[config.mk]
export PLATFORM = sky130hd
export DESIGN_NAME = serial_pair_serializer_flat
export DESIGN_NICKNAME = d
export VERILOG_FILES = /design/src/rtl/serial_pair_serializer_if.sv /design/src/rtl/serial_pair_serializer.sv /design/src/flat_wrapper.sv
export SDC_FILE = /design/constraint.sdc
export NUM_CORES = 1
export LEC_CHECK = 0
export ABC_AREA = 1
export CAP_MARGIN = 25
export CORE_UTILIZATION = 49
export CTS_CLUSTER_SIZE = 30
export DETAILED_ROUTE_END_ITERATION = 10
export GPL_ROUTABILITY_DRIVEN = 0
export PLACE_DENSITY_LB_ADDON = 0.2
export SKIP_LAST_GASP = 1
export SLEW_MARGIN = 20
export SYNTH_ARGS = -nofsm -noshare
export SYNTH_HDL_FRONTEND = slang
export SYNTH_SLANG_ARGS = --single-unit
[constraint.sdc]
create_clock -name clk -period 1.7 [get_ports clk]
set_input_delay 0.255 -clock clk [delete_from_list [all_inputs] [get_ports clk]]
set_output_delay 0.255 -clock clk [all_outputs]
set_load 0.01 [all_outputs]
[src/rtl/serial_pair_serializer_if.sv]
// Word-pair handshake and serial bit bus of serial_pair_serializer.
// master = serializer side, slave = upstream source / downstream comparator side.
interface serial_pair_serializer_if #(
  parameter int WIDTH = 8
);
  logic             up_valid;
  logic             up_ready;
  logic [WIDTH-1:0] up_a;
  logic [WIDTH-1:0] up_b;
  logic             cmp_rst;
  logic             bit_valid;
  logic             down_ready;
  logic             a;
  logic             b;
  logic             last;

  modport master (
    input  up_valid, up_a, up_b, down_ready,
    output up_ready, cmp_rst, bit_valid, a, b, last
  );

  modport slave (
    output up_valid, up_a, up_b, down_ready,
    input  up_ready, cmp_rst, bit_valid, a, b, last
  );
endinterface

[src/rtl/serial_pair_serializer.sv]
// Serializes (a, b) word pairs into aligned bit streams, preceded by a one-cycle comparator clear.
// Define SERIALIZER_LSB_FIRST_EN to shift LSB first instead of the default MSB first.
module serial_pair_serializer #(
  parameter int WIDTH = 8
) (
  input  logic                      clk,
  input  logic                      rst,
  serial_pair_serializer_if.master  bus
);
  localparam int            CW       = (WIDTH > 1) ? $clog2(WIDTH) : 1;
  localparam logic [CW-1:0] CNT_LAST = CW'(WIDTH - 1);

  typedef enum logic [1:0] {IDLE, CLEAR, SHIFT} state_t;

  state_t           state, state_nxt;
  logic [WIDTH-1:0] sh_a, sh_b;
  logic [CW-1:0]    cnt;
  logic             head_a, head_b;
  logic             at_last, xfer, load;

`ifdef SERIALIZER_LSB_FIRST_EN
  assign head_a = sh_a[0];
  assign head_b = sh_b[0];
`else
  assign head_a = sh_a[WIDTH-1];
  assign head_b = sh_b[WIDTH-1];
`endif

  assign at_last = (state == SHIFT) && (cnt == CNT_LAST);
  assign xfer    = (state == SHIFT) && bus.down_ready;
  assign load    = bus.up_ready && bus.up_valid;

  always_ff @(posedge clk) begin
    if (!rst) state <= IDLE;
    else      state <= state_nxt;
  end

  always_comb begin
    state_nxt = state;
    case (state)
      IDLE:    if (bus.up_valid) state_nxt = CLEAR;
      CLEAR:   state_nxt = SHIFT;
      SHIFT:   if (xfer && at_last) state_nxt = bus.up_valid ? CLEAR : IDLE;
      default: state_nxt = IDLE;
    endcase
  end

  // A load on the last-bit transfer wins over the shift; the new word restarts the counter.
  always_ff @(posedge clk) begin
    if (!rst) begin
      sh_a <= '0;
      sh_b <= '0;
      cnt  <= '0;
    end else if (load) begin
      sh_a <= bus.up_a;
      sh_b <= bus.up_b;
      cnt  <= '0;
    end else if (xfer) begin
`ifdef SERIALIZER_LSB_FIRST_EN
      sh_a <= {1'b0, sh_a[WIDTH-1:1]};
      sh_b <= {1'b0, sh_b[WIDTH-1:1]};
`else
      sh_a <= {sh_a[WIDTH-2:0], 1'b0};
      sh_b <= {sh_b[WIDTH-2:0], 1'b0};
`endif
      cnt  <= at_last ? '0 : cnt + 1'b1;
    end
  end

  always_comb begin
    bus.up_ready  = 1'b0;
    bus.cmp_rst   = 1'b0;
    bus.bit_valid = 1'b0;
    bus.a         = 1'b0;
    bus.b         = 1'b0;
    bus.last      = 1'b0;
    case (state)
      IDLE:  bus.up_ready = 1'b1;
      CLEAR: bus.cmp_rst  = 1'b1;
      SHIFT: begin
        bus.bit_valid = 1'b1;
        bus.a         = head_a;
        bus.b         = head_b;
        bus.last      = at_last;
        bus.up_ready  = bus.down_ready & at_last;
      end
      default: ;
    endcase
  end
endmodule

[src/flat_wrapper.sv]
// flat-port wrapper written by rule: the top's interface ports become plain ports
module serial_pair_serializer_flat 
#(
  parameter int WIDTH = 8
)
  (clk, rst, bus_up_valid, bus_up_a, bus_up_b, bus_down_ready, bus_up_ready, bus_cmp_rst, bus_bit_valid, bus_a, bus_b, bus_last);
  serial_pair_serializer_if #(.WIDTH(WIDTH)) bus_i ();
  input  logic clk;
  input  logic rst;
  input wire logic [$bits(bus_i.up_valid)-1:0] bus_up_valid;
  input wire logic [$bits(bus_i.up_a)-1:0] bus_up_a;
  input wire logic [$bits(bus_i.up_b)-1:0] bus_up_b;
  input wire logic [$bits(bus_i.down_ready)-1:0] bus_down_ready;
  output wire logic [$bits(bus_i.up_ready)-1:0] bus_up_ready;
  output wire logic [$bits(bus_i.cmp_rst)-1:0] bus_cmp_rst;
  output wire logic [$bits(bus_i.bit_valid)-1:0] bus_bit_valid;
  output wire logic [$bits(bus_i.a)-1:0] bus_a;
  output wire logic [$bits(bus_i.b)-1:0] bus_b;
  output wire logic [$bits(bus_i.last)-1:0] bus_last;
  assign bus_i.up_valid = bus_up_valid;
  assign bus_i.up_a = bus_up_a;
  assign bus_i.up_b = bus_up_b;
  assign bus_i.down_ready = bus_down_ready;
  assign bus_up_ready = bus_i.up_ready;
  assign bus_cmp_rst = bus_i.cmp_rst;
  assign bus_bit_valid = bus_i.bit_valid;
  assign bus_a = bus_i.a;
  assign bus_b = bus_i.b;
  assign bus_last = bus_i.last;
  serial_pair_serializer #(.WIDTH(WIDTH)) u_core (.clk(clk), .rst(rst), .bus(bus_i));
endmodule
==> flow_summary.toml <==
[critical_path]
slowest_delay_ns = 0.34
path_max_fanout = 6
cp_cell_sequence = "ha_1 > ha_2 > nand4_1 > nand2_2 > buf_6 > nand2_4 > buf_2 > nand3_1 > a21oi_2"
crit_type = "reg -> reg"
critPathLaunchType = "flip-flop"
path_buf_inv = 2
worst_ep_required_time_ns = 1.95
critPathTopFamily = "simple AND/OR/NAND/NOR gates"
slowest_stage = "dfxtp_2"
end_kind = "flip-flop"
worstPathArrival_ns = 1.87

[power_and_ir_drop]
p_per_area_nw_per_um2 = 714.2
vdd_drop_max_v = 0.0006410
power_leakage_uw = 0.0007643

[synthesis]
synth-seq-cells = 21
synth_top_area_share_pct = 37.05
synthTopCellsByCount = "nand2_1 (54), nand3_1 (28), dfxtp_1 (21), inv_1 (18), a21oi_1 (10)"
avgSynthCellArea_um2 = 6.795
yosysTopAreaCell = "dfxtp_1"
synth_area_leaders = "dfxtp_1 (37%), nand2_1 (18%), nand3_1 (12%)"
synth_most_common_cell = "nand2_1"
synth-async-reset-ratio_pct = 0
ys.flop_type = "dfxtp_1"
ys_warn_count = 0
synth_edf_count = 0
ys_seq_area_share_pct = 37.05
syn_inst = 167
syn_nets = 189
yosys.cell_types.count = 21
syn_area_um2 = 1135

[flow_run]
max_cap_viol_count = 0

[sta]
max_freq_mhz = 618.7
slew-limit-headroom_pct = 81.22
drv_slew = 0
rsz0062_at_grt = "yes"
hold_viol = 0
fin_crit_ns = 1.616
fin_crit_sh_pct = 95.08
layout_setup_ws_ns = 0.08365
tightest_slew_ns = 0.2814
setup_viol = 0
fin_skew_ns = 0.006519

[clocking]
clk_pin_slew_ns = 0.12
clock-sinks = 21
htreeDepth = 1
clock_latency_ns = 0.31
cts_tree = "built"
cts_root_buf = "clkbuf_4"
numCtsBuffers = 3
cts_buffer_depth = 2

[placed_design]
hpwl_um = 1734
port_buffers = 25
dp_slack_ns = -0.1030

[cells_and_area]
syn2layout_area_growth_pct = 35.50
nets = 225
final_util_pct = 70.19
drive_gt1_share_pct = 19.80
antenna_cells = 0

[global_route]
grt_overflow = 0
track_usage_pct = 21.90
grt_pass1_vias = 1005
grt_max_degree = 17
antenna_found_initial = 0
grt_pass1_wl_um = 4222

[route]
wirelength_um = 2614
firstDrtPassIters = 4
route.antenna.remaining_nets = 0
post_drt_wl_per_cell_um = 11.37
viasPerCell = 5.074
vias = 1167
dr.first_iter.drc_count = 30
drc = 0

[die]
dieArea_um2 = 2513
placeableCoreArea_um2 = 2191
dieHeight_um = 50.13
die_w_um = 50.13
initial_utilization_pct = 51.80
row_count = 17
ios = 26

[run_status]
outcome = "complete, no violations"

[worst_hold_path]
min_path_type = "reg -> reg"
-- per-layer routing --
| metal | wire length (um) | track usage [%] | part of all wire [%] |
|---|---|---|---|
| met3 | 127 | 3.395 | 4.9 |
| met4 | 65 | 8.571 | 2.5 |
| met5 | 0 | 0 | 0 |
| met2 | 1285 | 38.22 | 49 |
| met1 | 1135 | 26.37 | 43 |
-- registers in the layout (all words and copies together), names as in the netlist --
register / count
u_core.sh_b: 8
u_core.state: 2
u_core.sh_a: 8
u_core.cnt: 3
-- placed cells by master (no fill, tap or decap), drive strengths merged --
cell type / n
a211oi: 1
a21oi: 16
buf: 13
clkbuf: 6
clkdlybuf4s15: 1
clkdlybuf4s50: 19
dfxtp: 21
dlygate4sd2: 2
dlymetal6s2s: 2
ha: 2
inv: 22
nand2: 58
nand3: 28
nand3b: 2
nand4: 1
nor2: 7
nor3: 1
-- per-stage QoR --
stage,hold WS (ns),setup TNS [ns],total power [uW],cell area (um^2),std cells
2_1_floorplan,0.3652,0,728.2,1135,167
3_3_place_gp,0.4323,-0.4651,825.0,1434,221
3_5_place_dp,0.4366,-0.5749,831.7,1434,221
4_1_cts,0.4587,-0.05526,1065,1461,225
5_1_grt,0.4708,-0.01981,1155,1538,230
6_report,0.4550,0,1098,1538,230
-- repair_timing --
| item | in CTS | in global routing |
|---|---|---|
| hold buffers | 0 | 0 |
| endpoints found under the setup margin | 10 | 23 |
| gates cloned | 0 | 2 |
| setup buffers | 0 | 3 |
| gates resized for setup | 8 | 12 |
| pin swaps | 0 | 1 |
-- power by group --
part / internal [uW] / switching [uW]
Combinational: 147 / 152
Sequential: 534 / 22.1
Clock: 91.6 / 152
Total: 772 / 326
-- tightest hold or removal path: cells and delay by family (launching register included) --
kind          cells  cell delay, ns
flops             1            0.33
simple gates      2            0.10
-- kinds of logic after synthesis --
group	count (synthesis)	share of synthesized area (%)
buffers and inverters	30	12.24
adders and majority gates	2	2.205
AOI/OAI and AO/OA	17	9.703
and+or+nand+nor	97	38.81
DFF	21	37.04
-- area by class of cell --
type	instances	area [um^2]
Timing Repair Buffer	39	382.9
Inverter	22	85.08
Fill cell	191	653.1
Multi-Input combinational cell	116	583.1
Clock buffer	4	26.28
Tap cell	28	35.03
Sequential cell	21	425.4
-- path summary, 6_finish.rpt --
| kind | from | end | slack, ns | depth (start not counted) |
|---|---|---|---|---|
| setup / recovery | u_core.cnt[0] | u_core.sh_b[6] | 0.08 | 9 |
| setup reg to reg | u_core.cnt[0] | u_core.sh_b[6] | 0.08 | 9 |
| hold / removal | u_core.sh_a[5] | u_core.sh_a[5] | 0.45 | 2 |
| hold reg to reg | u_core.sh_a[5] | u_core.sh_a[5] | 0.45 | 2 |
Power figures use the tool's default switching activity.
